**config.mk**
```make
export PLATFORM = sky130hd
export DESIGN_NAME = spw_credit_buffer_flat
export DESIGN_NICKNAME = d
export VERILOG_FILES = /design/src/rtl/spw_credit_buffer_if.sv /design/src/rtl/spw_credit_buffer.sv /design/src/flat_wrapper.sv
export SDC_FILE = /design/constraint.sdc
export NUM_CORES = 1
export LEC_CHECK = 0
export BUFFER_PORTS_ARGS = -buffer_cell sky130_fd_sc_hd__buf_2
export CAP_MARGIN = 5
export CORE_MARGIN = 3
export CORE_UTILIZATION = 35
export CTS_BUF_LIST = sky130_fd_sc_hd__clkbuf_8
export DETAILED_ROUTE_END_ITERATION = 10
export HOLD_SLACK_MARGIN = 0.03
export SETUP_SLACK_MARGIN = 0.2
export SLEW_MARGIN = 20
export SYNTH_ARGS = -nofsm -noshare
export SYNTH_HDL_FRONTEND = slang
export SYNTH_SLANG_ARGS = --single-unit
```
**constraint.sdc**
```tcl
create_clock -name pclk -period 6.1 [get_ports pclk]
set_clock_uncertainty 0.2 [all_clocks]
set_input_delay 0.61 -clock pclk [delete_from_list [all_inputs] [get_ports pclk]]
set_output_delay 0.61 -clock pclk [all_outputs]
set_load 0.02 [all_outputs]
```
**src/rtl/spw_credit_buffer_if.sv**
```systemverilog
// Signal bundle between the SpaceWire credit buffer and its RX/TX/FSM/host neighbours.
// The DUT uses the slave modport; whoever drives the events and reads the FIFO uses master.
interface spw_credit_buffer_if #(
  parameter int DATA_W     = 9,
  parameter int DEPTH      = 64,
  parameter int MAX_CREDIT = 56
);
  localparam int AW = $clog2(DEPTH);
  localparam int CW = $clog2(MAX_CREDIT + 1);

  logic              link_run;
  logic              rx_nchar_valid;
  logic [DATA_W-1:0] rx_nchar_data;
  logic              rx_got_fct;
  logic              fct_req;
  logic              fct_sent;
  logic              tx_nchar_sent;
  logic              tx_credit_avail;
  logic              rd_en;
  logic [DATA_W-1:0] rd_data;
  logic              rd_empty;
  logic [AW:0]       fifo_count;
  logic [CW-1:0]     rx_credit;
  logic [CW-1:0]     tx_credit;
  logic              credit_error;

  modport slave (
    input  link_run, rx_nchar_valid, rx_nchar_data, rx_got_fct, fct_sent,
           tx_nchar_sent, rd_en,
    output fct_req, tx_credit_avail, rd_data, rd_empty, fifo_count,
           rx_credit, tx_credit, credit_error
  );

  modport master (
    output link_run, rx_nchar_valid, rx_nchar_data, rx_got_fct, fct_sent,
           tx_nchar_sent, rd_en,
    input  fct_req, tx_credit_avail, rd_data, rd_empty, fifo_count,
           rx_credit, tx_credit, credit_error
  );
endinterface

```
**src/rtl/spw_credit_buffer.sv**
```systemverilog
// SpaceWire credit/flow-control engine with integrated RX N-char FIFO.
// Grants credit to the far end via FCT requests and tracks credit it has granted us.
module spw_credit_buffer #(
  parameter int DATA_W     = 9,
  parameter int DEPTH      = 64,
  parameter int FCT_CHARS  = 8,
  parameter int MAX_CREDIT = 56
) (
  input  logic              pclk,
  input  logic              resetn,
  spw_credit_buffer_if.slave bus
);
  localparam int AW = $clog2(DEPTH);
  localparam int CW = $clog2(MAX_CREDIT + 1);

  localparam logic [AW:0] DEPTH_V = (AW + 1)'(DEPTH);
  localparam logic [CW:0] FCT_V   = (CW + 1)'(FCT_CHARS);
  localparam logic [CW:0] MAX_V   = (CW + 1)'(MAX_CREDIT);

  typedef enum logic {
    FCT_IDLE,
    FCT_REQ
  } fct_state_e;

  fct_state_e        state_q, state_d;
  logic [DATA_W-1:0] mem_q [DEPTH];
  logic [AW-1:0]     wr_ptr_q, wr_ptr_d;
  logic [AW-1:0]     rd_ptr_q, rd_ptr_d;
  logic [AW:0]       count_q, count_d;
  logic [DATA_W-1:0] rd_data_q;
  logic [CW-1:0]     rx_credit_q, rx_credit_d;
  logic [CW-1:0]     tx_credit_q, tx_credit_d;
  logic              error_q, error_d;

  logic        fct_ack;
  logic        wr_req, wr_en, rd_fire, fifo_full;
  logic        rx_err, tx_ovf, tx_got, tx_sent;
  logic [CW:0] rx_avail, tx_net;
  logic [AW:0] free_space;

  assign fifo_full  = (count_q == DEPTH_V);
  assign free_space = DEPTH_V - count_q;
  assign rd_fire    = bus.rd_en && (count_q != '0);
  // fct_sent only counts while a request is actually outstanding in Run.
  assign fct_ack    = bus.link_run && (state_q == FCT_REQ) && bus.fct_sent;

  // NOTE: always_comb with every output given a default first, so no latch can be inferred.
  always_comb begin
    state_d = state_q;
    unique case (state_q)
      FCT_IDLE: begin
        if (bus.link_run
            && (int'(rx_credit_q) <= MAX_CREDIT - FCT_CHARS)
            && (int'(free_space) >= int'(rx_credit_q) + FCT_CHARS))
          state_d = FCT_REQ;
      end
      FCT_REQ: begin
        if (!bus.link_run || bus.fct_sent)
          state_d = FCT_IDLE;
      end
      default: state_d = FCT_IDLE;
    endcase
  end

  // RX side: credit from a simultaneous FCT ack is available to the arriving N-char.
  always_comb begin
    wr_req      = bus.link_run && bus.rx_nchar_valid;
    rx_avail    = {1'b0, rx_credit_q} + (fct_ack ? FCT_V : '0);
    wr_en       = wr_req && (rx_avail != '0) && !fifo_full;
    rx_err      = wr_req && !wr_en;
    rx_credit_d = '0;
    if (bus.link_run)
      rx_credit_d = CW'(rx_avail - {{CW{1'b0}}, wr_en});
  end

  // TX side: a lone send at zero credit is ignored; overflow is judged on the net result.
  always_comb begin
    tx_got      = bus.link_run && bus.rx_got_fct;
    tx_sent     = bus.link_run && bus.tx_nchar_sent && (tx_got || (tx_credit_q != '0));
    tx_net      = {1'b0, tx_credit_q} + (tx_got ? FCT_V : '0) - {{CW{1'b0}}, tx_sent};
    tx_ovf      = tx_got && (tx_net > MAX_V);
    tx_credit_d = '0;
    if (bus.link_run)
      tx_credit_d = tx_ovf ? tx_credit_q : CW'(tx_net);
  end

  always_comb begin
    wr_ptr_d = wr_en   ? wr_ptr_q + 1'b1 : wr_ptr_q;
    rd_ptr_d = rd_fire ? rd_ptr_q + 1'b1 : rd_ptr_q;
    count_d  = count_q + {{AW{1'b0}}, wr_en} - {{AW{1'b0}}, rd_fire};
    error_d  = rx_err || tx_ovf;
  end

  // NOTE: non-blocking assignments for all state so every register samples pre-edge values.
  always_ff @(posedge pclk or negedge resetn) begin
    if (!resetn) begin
      state_q     <= FCT_IDLE;
      wr_ptr_q    <= '0;
      rd_ptr_q    <= '0;
      count_q     <= '0;
      rd_data_q   <= '0;
      rx_credit_q <= '0;
      tx_credit_q <= '0;
      error_q     <= 1'b0;
    end else begin
      state_q     <= state_d;
      wr_ptr_q    <= wr_ptr_d;
      rd_ptr_q    <= rd_ptr_d;
      count_q     <= count_d;
      rx_credit_q <= rx_credit_d;
      tx_credit_q <= tx_credit_d;
      error_q     <= error_d;
      if (rd_fire)
        rd_data_q <= mem_q[rd_ptr_q];
    end
  end

  // NOTE: storage array has no reset; occupancy is tracked by the pointers and count alone.
  always_ff @(posedge pclk) begin
    if (wr_en)
      mem_q[wr_ptr_q] <= bus.rx_nchar_data;
  end

  assign bus.fct_req         = (state_q == FCT_REQ);
  assign bus.tx_credit_avail = (tx_credit_q != '0);
  assign bus.rd_data         = rd_data_q;
  assign bus.rd_empty        = (count_q == '0);
  assign bus.fifo_count      = count_q;
  assign bus.rx_credit       = rx_credit_q;
  assign bus.tx_credit       = tx_credit_q;
  assign bus.credit_error    = error_q;

endmodule

```
**src/flat_wrapper.sv**
```systemverilog
// flat-port wrapper written by rule: the top's interface ports become plain ports
module spw_credit_buffer_flat 
#(
  parameter int DATA_W     = 9,
  parameter int DEPTH      = 64,
  parameter int FCT_CHARS  = 8,
  parameter int MAX_CREDIT = 56
)
  (pclk, resetn, bus_link_run, bus_rx_nchar_valid, bus_rx_nchar_data, bus_rx_got_fct, bus_fct_sent, bus_tx_nchar_sent, bus_rd_en, bus_fct_req, bus_tx_credit_avail, bus_rd_data, bus_rd_empty, bus_fifo_count, bus_rx_credit, bus_tx_credit, bus_credit_error);
  spw_credit_buffer_if #(.DATA_W(DATA_W), .DEPTH(DEPTH), .MAX_CREDIT(MAX_CREDIT)) bus_i ();
  input  logic pclk;
  input  logic resetn;
  input wire logic [$bits(bus_i.link_run)-1:0] bus_link_run;
  input wire logic [$bits(bus_i.rx_nchar_valid)-1:0] bus_rx_nchar_valid;
  input wire logic [$bits(bus_i.rx_nchar_data)-1:0] bus_rx_nchar_data;
  input wire logic [$bits(bus_i.rx_got_fct)-1:0] bus_rx_got_fct;
  input wire logic [$bits(bus_i.fct_sent)-1:0] bus_fct_sent;
  input wire logic [$bits(bus_i.tx_nchar_sent)-1:0] bus_tx_nchar_sent;
  input wire logic [$bits(bus_i.rd_en)-1:0] bus_rd_en;
  output wire logic [$bits(bus_i.fct_req)-1:0] bus_fct_req;
  output wire logic [$bits(bus_i.tx_credit_avail)-1:0] bus_tx_credit_avail;
  output wire logic [$bits(bus_i.rd_data)-1:0] bus_rd_data;
  output wire logic [$bits(bus_i.rd_empty)-1:0] bus_rd_empty;
  output wire logic [$bits(bus_i.fifo_count)-1:0] bus_fifo_count;
  output wire logic [$bits(bus_i.rx_credit)-1:0] bus_rx_credit;
  output wire logic [$bits(bus_i.tx_credit)-1:0] bus_tx_credit;
  output wire logic [$bits(bus_i.credit_error)-1:0] bus_credit_error;
  assign bus_i.link_run = bus_link_run;
  assign bus_i.rx_nchar_valid = bus_rx_nchar_valid;
  assign bus_i.rx_nchar_data = bus_rx_nchar_data;
  assign bus_i.rx_got_fct = bus_rx_got_fct;
  assign bus_i.fct_sent = bus_fct_sent;
  assign bus_i.tx_nchar_sent = bus_tx_nchar_sent;
  assign bus_i.rd_en = bus_rd_en;
  assign bus_fct_req = bus_i.fct_req;
  assign bus_tx_credit_avail = bus_i.tx_credit_avail;
  assign bus_rd_data = bus_i.rd_data;
  assign bus_rd_empty = bus_i.rd_empty;
  assign bus_fifo_count = bus_i.fifo_count;
  assign bus_rx_credit = bus_i.rx_credit;
  assign bus_tx_credit = bus_i.tx_credit;
  assign bus_credit_error = bus_i.credit_error;
  spw_credit_buffer #(.DATA_W(DATA_W), .DEPTH(DEPTH), .FCT_CHARS(FCT_CHARS), .MAX_CREDIT(MAX_CREDIT)) u_core (.pclk(pclk), .resetn(resetn), .bus(bus_i));
endmodule
```
==> results of run 1 <==
per-stage QoR:
stage / util [%] / total power, mW / area (um2)
floorplan: - / 7.84 / 24800
global placement: 37.5 / 8.94 / 26000
detailed placement: 37.5 / 8.97 / 26000
CTS: 40.1 / 12.3 / 27900
global route: 40.1 / 12.8 / 27900
finish: 40.1 / 12.2 / 27900
worst max path at each step:
stage | startpoint | to | slack [ps] | cells past startpoint
6_report | bus_link_run | u_core.mem_q[55][5]$_DFFE_PP_ | 1770 | 10
5_1_grt | bus_link_run | u_core.mem_q[63][7]$_DFFE_PP_ | 1550 | 10
4_1_cts | bus_link_run | u_core.mem_q[55][5]$_DFFE_PP_ | 1830 | 10
3_5_place_dp | bus_link_run | u_core.mem_q[55][5]$_DFFE_PP_ | 1610 | 9
3_3_place_gp | bus_link_run | u_core.mem_q[23][3]$_DFFE_PP_ | 1670 | 9
2_1_floorplan | bus_link_run | u_core.mem_q[58][0]$_DFFE_PP_ | 2590 | 11
per-layer routing:
layer / up-vias / global-route usage [%]
met2: 639 / 24.9
met3: 113 / 4.01
li1: 5253 / -
met1: 6526 / 22.9
met4: 2 / 4.18
met5: - / 0
state kept, by name, indices dropped and copies added (netlist names):
register and count:
u_core.mem_q 576, u_core.bus.tx_credit 6, u_core.bus.fifo_count 7, u_core.bus.fct_req 1
u_core.bus.rd_data 9, u_core.bus.rx_credit 6, u_core.bus.credit_error 1, u_core.wr_ptr_q 6
u_core.rd_ptr_q 6
logic make-up (layout without fill, tap and decap cells):
family	after synthesis	after routing	synth area share, %
mux	208	208	15.7
buf+inv	90	266	1.77
simple gates	159	159	2.80
xor+xnor	30	30	1.06
flops	618	618	74.0
compound gates	104	104	2.86
fa+ha+maj	36	36	1.88
cell usage after synthesis (7+ instances only):
| cell type | number |
|---|---|
| nand3_1 | 7 |
| o21ai_0 | 14 |
| inv_1 | 28 |
| clkbuf_1 | 27 |
| edfxtp_1 | 576 |
| xor2_1 | 8 |
| buf_2 | 14 |
| mux4_2 | 144 |
| ha_1 | 34 |
| a32oi_1 | 9 |
| buf_6 | 8 |
| nand2_1 | 39 |
| dfrtp_1 | 42 |
| nor2_1 | 84 |
| a21oi_1 | 33 |
| o221ai_1 | 18 |
| xnor2_1 | 22 |
| mux2i_1 | 63 |
| buf_1 | 7 |
report_power, final:
part	internal, mW	total (mW)	switching [mW]
sequential	4.82	5.20	0.379
clock	1.68	3.31	1.63
combinational	1.67	3.69	2.02
total	8.17	12.2	4.03
worst max-delay path, stage by stage:
cell and delay, ps:
dlygate4sd3_1 530, buf_2 220, and3_1 200, ha_1 170, ha_1 210, nor2_1 70, a21o_1 180, a31oi_4 400
nand4_1 880, nor2_1 960
cell type report:
| cell class | instances | share of cell area [%] |
|---|---|---|
| Clock buffer | 98 | 4.84 |
| Multi-Input combinational cell | 537 | 21.6 |
| Inverter | 28 | 0.377 |
| Tap cell | 931 | 4.18 |
| Clock inverter | 77 | 1.65 |
| Sequential cell | 618 | 65.9 |
| Timing Repair Buffer | 63 | 1.46 |
==> metrics.cfg, run 1 <==
[sta]
slew_violations = 0
post-route-min-period_ps = 4330
clock.fmax_ghz = 0.231
rsz0062_at_grt = no
setup_tns_ps = 0
worstMarginPinSlew_ps = 1040
setup_viol = 0
slew_headroom_pct = 30.8
fin_ws_ps = 1770
period_share_pct = 71.0
hold_violations = 0
holdWs_ps = 122

[job]
cap_violations = 0

[logic_synthesis]
syn_nets = 1298
synth_ff_type = edfxtp_1
ys_seq_area_share_pct = 74.0
synth_area_per_cell_um2 = 19.9
synthArstFlopShare_pct = 6.80
synth_edf_count = 576
yosys_warnings = 0
synthCells = 1245
synth_area_leaders = edfxtp_1, mux4_2, dfrtp_1, mux2i_1, ha_1
yosysTopAreaCell = edfxtp_1
synthDistinctLibCells = 46
yosysTopAreaCellShare_pct = 69.7
ys_ff_latch = 618
syn-cell-area_um2 = 24800

[route]
drtIter0Drc = 1333
via_per_inst = 5.33
wl_met1_mm = 25.9
wl_met2_mm = 27.4
vias = 12500
top_layer = met5
route.antenna.remaining_nets = 0
dr.pass1.iters = 5
drc = 0
avgRoutedWirePerCell_um = 25.4
route.met3.wl_mm = 5.06
wirelength_mm = 59.8

[clocking]
cts_sinks = 618
clk_pin_slew_ps = 60
cts-resized-gates = 0
clk_path_buf_depth = 3
cts_setup_buffers = 0
cts_made_buffers = 94
cts_tree = built
cts_htree_levels = 3
ctsHoldBuffers = 3
clock_tree.root_cell = clkbuf_8
clk_latency_ps = 690

[layout]
fillers = 6278
area_delta_synth_final_pct = 12.3
fin_cells = 2352
layout_common_cells = edfxtp_1, mux4_2, clkbuf_8
drive_gt1_share_pct = 24.3
multi_input_area_um2 = 6020
nets = 1395
num_antenna_cells = 0
final_common_cell = edfxtp_1
seq_area_um2 = 18400

[worst_setup_path]
rr_worst_depth = 7
startpoint_type = input port
worstPathArrival_ps = 4440
r2r-start = u_core.bus.fct_req$_DFF_PN0_
r2r_end = u_core.mem_q[55][5]$_DFFE_PP_
endpoint_kind = flip-flop
cp.required_ps = 6210
r2r_slack_ps = 2060
crit_type = input port to flip-flop
worstPathMaxFanout = 12

[power]
powerDensity_nw_per_um2 = 438
ir_drop_v = 0.000392
p_leak_nw = 9.14

[die]
die_x_um = 272
rows = 96
die_area_um2 = 74100
ios = 49
initial_utilization_pct = 35.7
die_h_um = 272
core_um2 = 69400

[global_routing]
grt_pass1_wl_mm = 87.5
grt_start_max_net_pins = 66
overflow = 0
grt_pass1_vias = 12700
track_usage_pct = 16.1
antenna_found_initial = 1

[worst_hold_path]
min_to = u_core.bus.fct_req$_DFF_PN0_
hold_depth = 3
hold_start = bus_fct_sent
hold_class = input port to flip-flop

[place]
post-dp-hpwl_mm = 35.6
io_buffers = 48
post-place-ws_ps = 1610
gp_congestion = 0.838
place_inst = 2174

[outcome]
outcome = complete, no violations

Power figures use the tool's default switching activity.
==> run 2, diff against run 1 <==
--- a/config.mk
+++ b/config.mk
@@ -5,6 +5,7 @@
 export SDC_FILE = /design/constraint.sdc
 export NUM_CORES = 1
 export LEC_CHECK = 0
+export ABC_AREA = 1
 export BUFFER_PORTS_ARGS = -buffer_cell sky130_fd_sc_hd__buf_2
 export CAP_MARGIN = 5
 export CORE_MARGIN = 3
==> constraint.sdc (replaced) <==
create_clock -name pclk -period 4.2 [get_ports pclk]
set_clock_uncertainty 0.2 [all_clocks]
set_input_delay 0.42 -clock pclk [delete_from_list [all_inputs] [get_ports pclk]]
set_output_delay 0.42 -clock pclk [all_outputs]
set_load 0.02 [all_outputs]
==> run 2 against run 1 <==
Effect of this change: clock power increased by 45%; count of clock-buffer cells in the layout increased by 11; synthesized area grew 9.6%; sequential power increased by 40%; total power grew 59%; critical path depth up 8; flip-flop and latch count stayed put; die area is 9.4% higher; routed wire length grew 12%; non-clock buffer count is 58 higher; sequential share of layout area shrank 5.6 points; critical endpoint is now u_core.bus.fifo_count[6]$_DFF_PN0_; highest routed layer is now met4.
==> metrics.cfg, run 2 <==
[worst_setup_path]
crit_type = input port to flip-flop  ; unchanged
r2r_end = u_core.bus.fifo_count[6]$_DFF_PN0_  ; was u_core.mem_q[55][5]$_DFFE_PP_
worstPathMaxFanout = 13  ; was 12
startpoint_type = input port  ; unchanged
worstPathArrival_ps = 3850  ; was 4440 ps
rr_worst_depth = 16  ; was 7
endpoint_kind = flip-flop  ; unchanged
cp.required_ps = 4540  ; was 6210 ps
r2r_slack_ps = 750  ; was 2060 ps
crit_path_end = u_core.bus.fifo_count[6]$_DFF_PN0_  ; was u_core.mem_q[55][5]$_DFFE_PP_
r2r-start = u_core.bus.fct_req$_DFF_PN0_  ; unchanged
cp-startpoint = bus_link_run  ; unchanged

[die]
die_x_um = 285  ; was 272 um
ios = 49  ; unchanged
die_h_um = 285  ; was 272 um
rows = 101  ; was 96
initial_utilization_pct = 35.6  ; was 35.7%
core_um2 = 76500  ; was 69400 um2
die_area_um2 = 81100  ; was 74100 um2

[sta]
fin_ws_ps = 696  ; was 1770 ps
period_share_pct = 83.4
post-route-min-period_ps = 3500
slew_violations = 0  ; unchanged
hold_violations = 0  ; unchanged
rsz0062_at_grt = no  ; unchanged
setup_viol = 0  ; unchanged
slew_headroom_pct = 26.6  ; was 30.8%
clock.fmax_ghz = 0.285
setup_tns_ps = 0  ; unchanged
worstMarginPinSlew_ps = 1100  ; was 1040 ps

[clocking]
clk_path_buf_depth = 3  ; unchanged
cts_made_buffers = 98  ; was 94
cts_sinks = 618  ; unchanged
clk_latency_ps = 710  ; was 690 ps
cts_htree_levels = 3  ; unchanged
clock_tree.root_cell = clkbuf_8  ; unchanged
cts_tree = built  ; unchanged
clk_pin_slew_ps = 70  ; was 60 ps

[place]
gp_congestion = 0.852  ; was 0.838
post-place-ws_ps = 546  ; was 1610 ps
io_buffers = 48  ; unchanged
post-dp-hpwl_mm = 40.4  ; was 35.6 mm

[logic_synthesis]
yosysTopAreaCell = edfxtp_1  ; unchanged
synth_ff_type = edfxtp_1  ; unchanged
yosysTopAreaCellShare_pct = 63.6  ; was 69.7%
synth_area_leaders = edfxtp_1, nand2_1, nand3_1, dfrtp_1, inv_1  ; was edfxtp_1, mux4_2, dfrtp_1, mux2i_1, ha_1
synthArstFlopShare_pct = 6.80  ; unchanged
synth_edf_count = 576  ; unchanged
synthCells = 2565  ; was 1245
syn_nets = 2618  ; was 1298
ys_seq_area_share_pct = 67.5  ; was 74.0%
synthDistinctLibCells = 34  ; was 46
syn-cell-area_um2 = 27200  ; was 24800 um2
synth_common_cells = nand2_1, edfxtp_1, nand3_1  ; was edfxtp_1, mux4_2, nor2_1
yosys_warnings = 0  ; unchanged
ys_ff_latch = 618  ; unchanged
yosysMostFrequentCell = nand2_1  ; was edfxtp_1
synth_area_per_cell_um2 = 10.6  ; was 19.9 um2

[power]
powerDensity_nw_per_um2 = 638  ; was 438 nW/um2
seq_power_share_pct = 37.6  ; was 42.6%
comb_power_share_pct = 37.7  ; was 30.3%
ir_drop_v = 0.000625  ; was 0.000392 V
p_switching_mw = 7.81  ; was 4.03 mW
clkPwrFrac_pct = 24.7  ; was 27.1%
power_mw = 19.4  ; was 12.2 mW
p_sw_share_pct = 40.2  ; was 33.0%
internal_power_mw = 11.6  ; was 8.17 mW
p_leak_nw = 12.4  ; was 9.14 nW

[layout]
area_delta_synth_final_pct = 12.0  ; was 12.3%
multi_input_area_um2 = 7050  ; was 6020 um2
seq_area_um2 = 18400  ; about the same
final_common_cell = nand2_1  ; was edfxtp_1
nets = 2718  ; was 1395
drive_gt1_share_pct = 9.21  ; was 24.3%
largest_reg_flops = 576  ; unchanged
regMostFlops = u_core.mem_q  ; unchanged
fillers = 7413  ; was 6278
layout_common_cells = nand2_1, edfxtp_1, nand3_1  ; was edfxtp_1, mux4_2, clkbuf_8

[worst_hold_path]
hold_class = input port to flip-flop  ; unchanged

[route]
route.antenna.remaining_nets = 0  ; unchanged
via_per_inst = 4.72  ; was 5.33
drc = 0  ; unchanged
dr.pass1.iters = 5  ; unchanged
drtIter0Drc = 1522  ; was 1333
avgRoutedWirePerCell_um = 17.7  ; was 25.4 um
vias = 17800  ; was 12500
wirelength_mm = 66.9  ; was 59.8 mm

[global_routing]
track_usage_pct = 16.5  ; was 16.1%
grt_pass1_wl_mm = 103  ; was 87.5 mm
antenna_found_initial = 2  ; was 1
overflow = 0  ; unchanged
grt_pass1_vias = 17500  ; was 12700
grt_start_max_net_pins = 193  ; was 66

[job]
cap_violations = 0  ; unchanged

[outcome]
outcome = complete, no violations  ; unchanged

run 2: worst min path at each step:
stage / from / end / slack (ps) / cells after the start
floorplan: resetn / u_core.bus.credit_error$_DFF_PN0_ / -80 / 0
global placement: u_core.bus.rd_data[5]$_DFFE_PN0P_ / u_core.bus.rd_data[5]$_DFFE_PN0P_ / 260 / 2
detailed placement: u_core.bus.rd_data[1]$_DFFE_PN0P_ / u_core.bus.rd_data[1]$_DFFE_PN0P_ / 260 / 2
CTS: bus_rx_nchar_data[7] / u_core.mem_q[60][7]$_DFFE_PP_ / 40 / 1
global route: bus_rx_nchar_data[7] / u_core.mem_q[61][7]$_DFFE_PP_ / 50 / 1
finish: bus_rx_nchar_data[7] / u_core.mem_q[0][7]$_DFFE_PP_ / 60 / 1
run 2: cells by family after synthesis:
group                      synth area share [%]
buffers and inverters                      6.59
and+or+nand+nor                            21.2
xor gates and xnor gates                  0.870
AOI/OAI and AO/OA                          2.09
DFF                                        67.5
adders and majority gates                  1.71
run 2: stage by stage:
stage	cells	util, %	hold WS (ps)	cell area (um2)
detailed placement	3587	37.3	265	28500
CTS	3776	39.8	39.9	30400
floorplan	2565	-	-75.6	27200
finish	3778	39.8	55.4	30400
global route	3778	39.8	53.1	30400
global placement	3587	37.3	258	28500
run 2: layout make-up:
type                            instances  area share (%)
Timing Repair Buffer                  121            2.94
Clock buffer                          109            4.93
Multi-Input combinational cell       1564            23.1
Inverter                              262            3.26
Antenna cell                            2          0.0164
Sequential cell                       618            60.3
Clock inverter                         72            1.17
Tap cell                             1030            4.23
run 2: timing repair:
item | 4_1_cts | 5_1_grt
hold buffers | 8 | 0
hold endpoints to repair | 50 | 0
gates resized for setup | 0 | 0
buffers inserted | 0 | 0
endpoints found under the setup margin | 0 | 0
run 2: critical path, cell delays in order:
cell and delay (ps):
dlygate4sd3_1 520, buf_2 170, nand2_1 90, nor2_1 40
ha_1 190, ha_1 190, xnor2_1 150, nand3_1 90
nand2_1 140, inv_2 360, ha_1 250, inv_1 60
fa_1 390, o31ai_1 350, a21oi_1 110, nor2_1 110
nor2_1 60, xor2_1 140
run 2: power groups by stage:
| stage | sequential (mW) | clock [mW] | combinational [mW] |
|---|---|---|---|
| after floorplan | 7.49 | 0 | 5.17 |
| after global placement | 7.41 | 0 | 7.27 |
| after detailed placement | 7.41 | 0 | 7.31 |
| after CTS | 7.29 | 4.93 | 7.36 |
| after global routing | 7.33 | 5.21 | 8.20 |
| final | 7.29 | 4.80 | 7.32 |
run 2: layer usage:
metal | vias up | wire length [um] | GRT usage (%)
li1 | 8709 | - | -
met3 | 104 | 4310 | 3.16
met5 | - | 0 | 0
met4 | 0 | 1460 | 4.66
met1 | 8439 | 30300 | 22.9
met2 | 568 | 30800 | 26.3
==> run 3, diff against run 2 <==
==> constraint.sdc (replaced) <==
create_clock -name pclk -period 2.95 [get_ports pclk]
set_clock_uncertainty 0.2 [all_clocks]
set_input_delay 0.295 -clock pclk [delete_from_list [all_inputs] [get_ports pclk]]
set_output_delay 0.295 -clock pclk [all_outputs]
set_load 0.02 [all_outputs]
==> run 3 against run 2 <==
Effect of this change: worst hold slack improved by 89 ps; global-route usage rose by 0.65 points; via count rose by 3.5%; non-clock buffer count rose by 88; count of clock-buffer cells in the layout fell by 7; sequential power rose by 43%; critical path depth fell by 2; register-to-register slack got worse by 600 ps; critical path type is now flip-flop to flip-flop; highest routed layer unchanged.
==> metrics.cfg, run 3 (synthesis gave the netlist of run 2 again) <==
[clocking]
cts_made_buffers = 100  ; was 98
cts_sinks = 618  ; unchanged
cts_htree_levels = 3  ; unchanged
clk_pin_slew_ps = 60  ; was 70 ps
clk_path_buf_depth = 3  ; unchanged
cts_tree = built  ; unchanged
clock_tree.root_cell = clkbuf_8  ; unchanged
clk_latency_ps = 700  ; was 710 ps

[outcome]
outcome = complete, no violations  ; unchanged

[die]
die_x_um = 285  ; unchanged
core_um2 = 76500  ; unchanged
rows = 101  ; unchanged
ios = 49  ; unchanged
die_area_um2 = 81100  ; unchanged
initial_utilization_pct = 35.6  ; unchanged
die_h_um = 285  ; unchanged

[place]
gp_congestion = 0.820  ; was 0.852
post-place-ws_ps = -102  ; was 546 ps
placed_cell_area_um2 = 29000  ; was 28500 um2
io_buffers = 48  ; unchanged
post-dp-hpwl_mm = 42.4  ; was 40.4 mm

[worst_setup_path]
crit_type = flip-flop to flip-flop  ; was input port to flip-flop
cp.required_ps = 3330  ; was 4540 ps
cp_slowest_stage_delay_ps = 410  ; was 520 ps
endpoint_kind = flip-flop  ; unchanged
crit_family = adder cells  ; was buffers and inverters
cp_slowest_cell = fa_2  ; was dlygate4sd3_1
crit_buf_inv = 2  ; was 4
worstPathCellList = inv_2, ha_4, nand3_2, o211a_1, ha_2, inv_2, ha_4, fa_2, nand3_2, nand2_2, xor2_1, nand3b_1, nand2_4, nand2_8, nand2_4, nand2_2  ; was dlygate4sd3_1, buf_2, nand2_1, nor2_1, ha_1, ha_1, xnor2_1, nand3_1, nand2_1, inv_2, ha_1, inv_1, fa_1, o31ai_1, a21oi_1, nor2_1, nor2_1, xor2_1
worstPathArrival_ps = 3180  ; was 3850 ps
startpoint_type = flip-flop  ; was input port
worstPathMaxFanout = 7  ; was 13

[job]
cap_violations = 0  ; unchanged

[sta]
fin_ws_ps = 153  ; was 696 ps
slew_violations = 0  ; unchanged
slew_headroom_pct = 32.7  ; was 26.6%
post-route-min-period_ps = 2800
clock.fmax_ghz = 0.358
hold_violations = 0  ; unchanged
worstMarginPinSlew_ps = 1010  ; was 1100 ps
rsz0062_at_grt = yes  ; was no
period_share_pct = 94.8
setup_viol = 0  ; unchanged

[global_routing]
antenna_found_initial = 2  ; unchanged
grt_use_met3_pct = 3.83  ; was 3.16%
grt-busiest-layer = met2  ; unchanged
grt_pass1_wl_mm = 106  ; was 103 mm
grtUsageMet1_pct = 23.4  ; was 22.9%
use_met2_pct = 26.9  ; was 26.3%
track_usage_pct = 17.1  ; was 16.5%
grt_pass1_vias = 18000  ; was 17500
overflow = 0  ; unchanged
grt_start_max_net_pins = 115  ; was 193

[power]
powerDensity_nw_per_um2 = 906  ; was 638 nW/um2
ir_drop_v = 0.000695  ; was 0.000625 V
power_mw = 29.0  ; was 19.4 mW
p_leak_nw = 12.8  ; was 12.4 nW

[layout]
area_delta_synth_final_pct = 17.7  ; was 12.0%
design_area_um2 = 32000  ; was 30400 um2
drive_gt1_share_pct = 15.1  ; was 9.21%
final_common_cell = nand2_1  ; unchanged
nets = 2808  ; was 2718
regMostFlops = u_core.mem_q  ; unchanged
largest_reg_flops = 576  ; unchanged
layout_common_cells = nand2_1, edfxtp_1, nand3_1  ; unchanged

[route]
drc = 0  ; unchanged
vias = 18400  ; was 17800
avgRoutedWirePerCell_um = 18.2  ; was 17.7 um
wirelength_mm = 70.3  ; was 66.9 mm
dr.pass1.iters = 5  ; unchanged
via_per_inst = 4.79  ; was 4.72
route.antenna.remaining_nets = 0  ; unchanged
drtIter0Drc = 1614  ; was 1522

[worst_hold_path]
hold_class = input port to flip-flop  ; unchanged

## run 3: cell count changes in the layout (fill, tap and decap cells not counted), sizes merged
cell,before,now
inv,298,299
clkinv,34,26
dlygate4sd3,8,18
clkinvlp,1,4
buf,113,190
clkbuf,109,102
dlymetal6s4s,0,1
## run 3: path summary, 6_finish.rpt
kind	cells past startpoint	slack, ps	to	startpoint
worst max-delay path	16	150	u_core.bus.tx_credit[5]$_DFFE_PN0P_	u_core.bus.tx_credit[4]$_DFFE_PN0P_
worst min-delay path	3	140	u_core.bus.fct_req$_DFF_PN0_	bus_fct_sent
worst max register to register	16	150	u_core.bus.tx_credit[5]$_DFFE_PN0P_	u_core.bus.tx_credit[4]$_DFFE_PN0P_
worst min register to register	2	270	u_core.bus.rd_data[6]$_DFFE_PN0P_	u_core.bus.rd_data[6]$_DFFE_PN0P_
max in group asynchronous	4	720	u_core.rd_ptr_q[1]$_DFFE_PN0P_	resetn
min in group asynchronous	3	460	u_core.bus.fifo_count[3]$_DFF_PN0_	resetn
## run 3: per-layer routing
metal	vias up	share of wire, %
met5	-	0
met4	0	2.8
met3	125	7.4
met2	629	46
met1	8810	44
li1	8884	-
## run 3: layout make-up
class	count	area [um2]
Tap cell	1030	1290
Inverter	262	1000
Clock buffer	102	1400
Sequential cell	618	18400
Timing Repair Buffer	209	1980
Antenna cell	2	5.00
Clock inverter	68	330
Fill cell	7262	44500
Multi-Input combinational cell	1564	7620
## run 3: what timing repair did
action	in CTS	in global routing
gates resized for setup	55	148
pin swaps	10	22
cloned	0	15
endpoints found under the hold margin	315	0
setup endpoints to repair	509	354
buffers inserted	9	13
hold buffers	19	0
## run 3: through the flow
stage / hold WS, ps / cells / setup TNS [ps] / util [%]
2_1_floorplan: -201 / 2565 / -54.5 / -
3_3_place_gp: 238 / 3627 / -2440 / 38.0
3_5_place_dp: 231 / 3627 / -9970 / 38.0
4_1_cts: 87.9 / 3825 / 0 / 40.8
5_1_grt: 143 / 3855 / 0 / 41.8
6_report: 145 / 3855 / 0 / 41.8
## run 3: power breakdown
part,switching [mW],total (mW),internal [mW]
registers,0.359,10.4,10.0
clock network,3.31,6.59,3.28
logic,8.12,12.0,3.92
total,11.8,29.0,17.2
## run 3: worst min-delay path: cells and delay by family
family | cells | cell delay, ps
compound gates | 1 | 80
buf+inv | 2 | 620
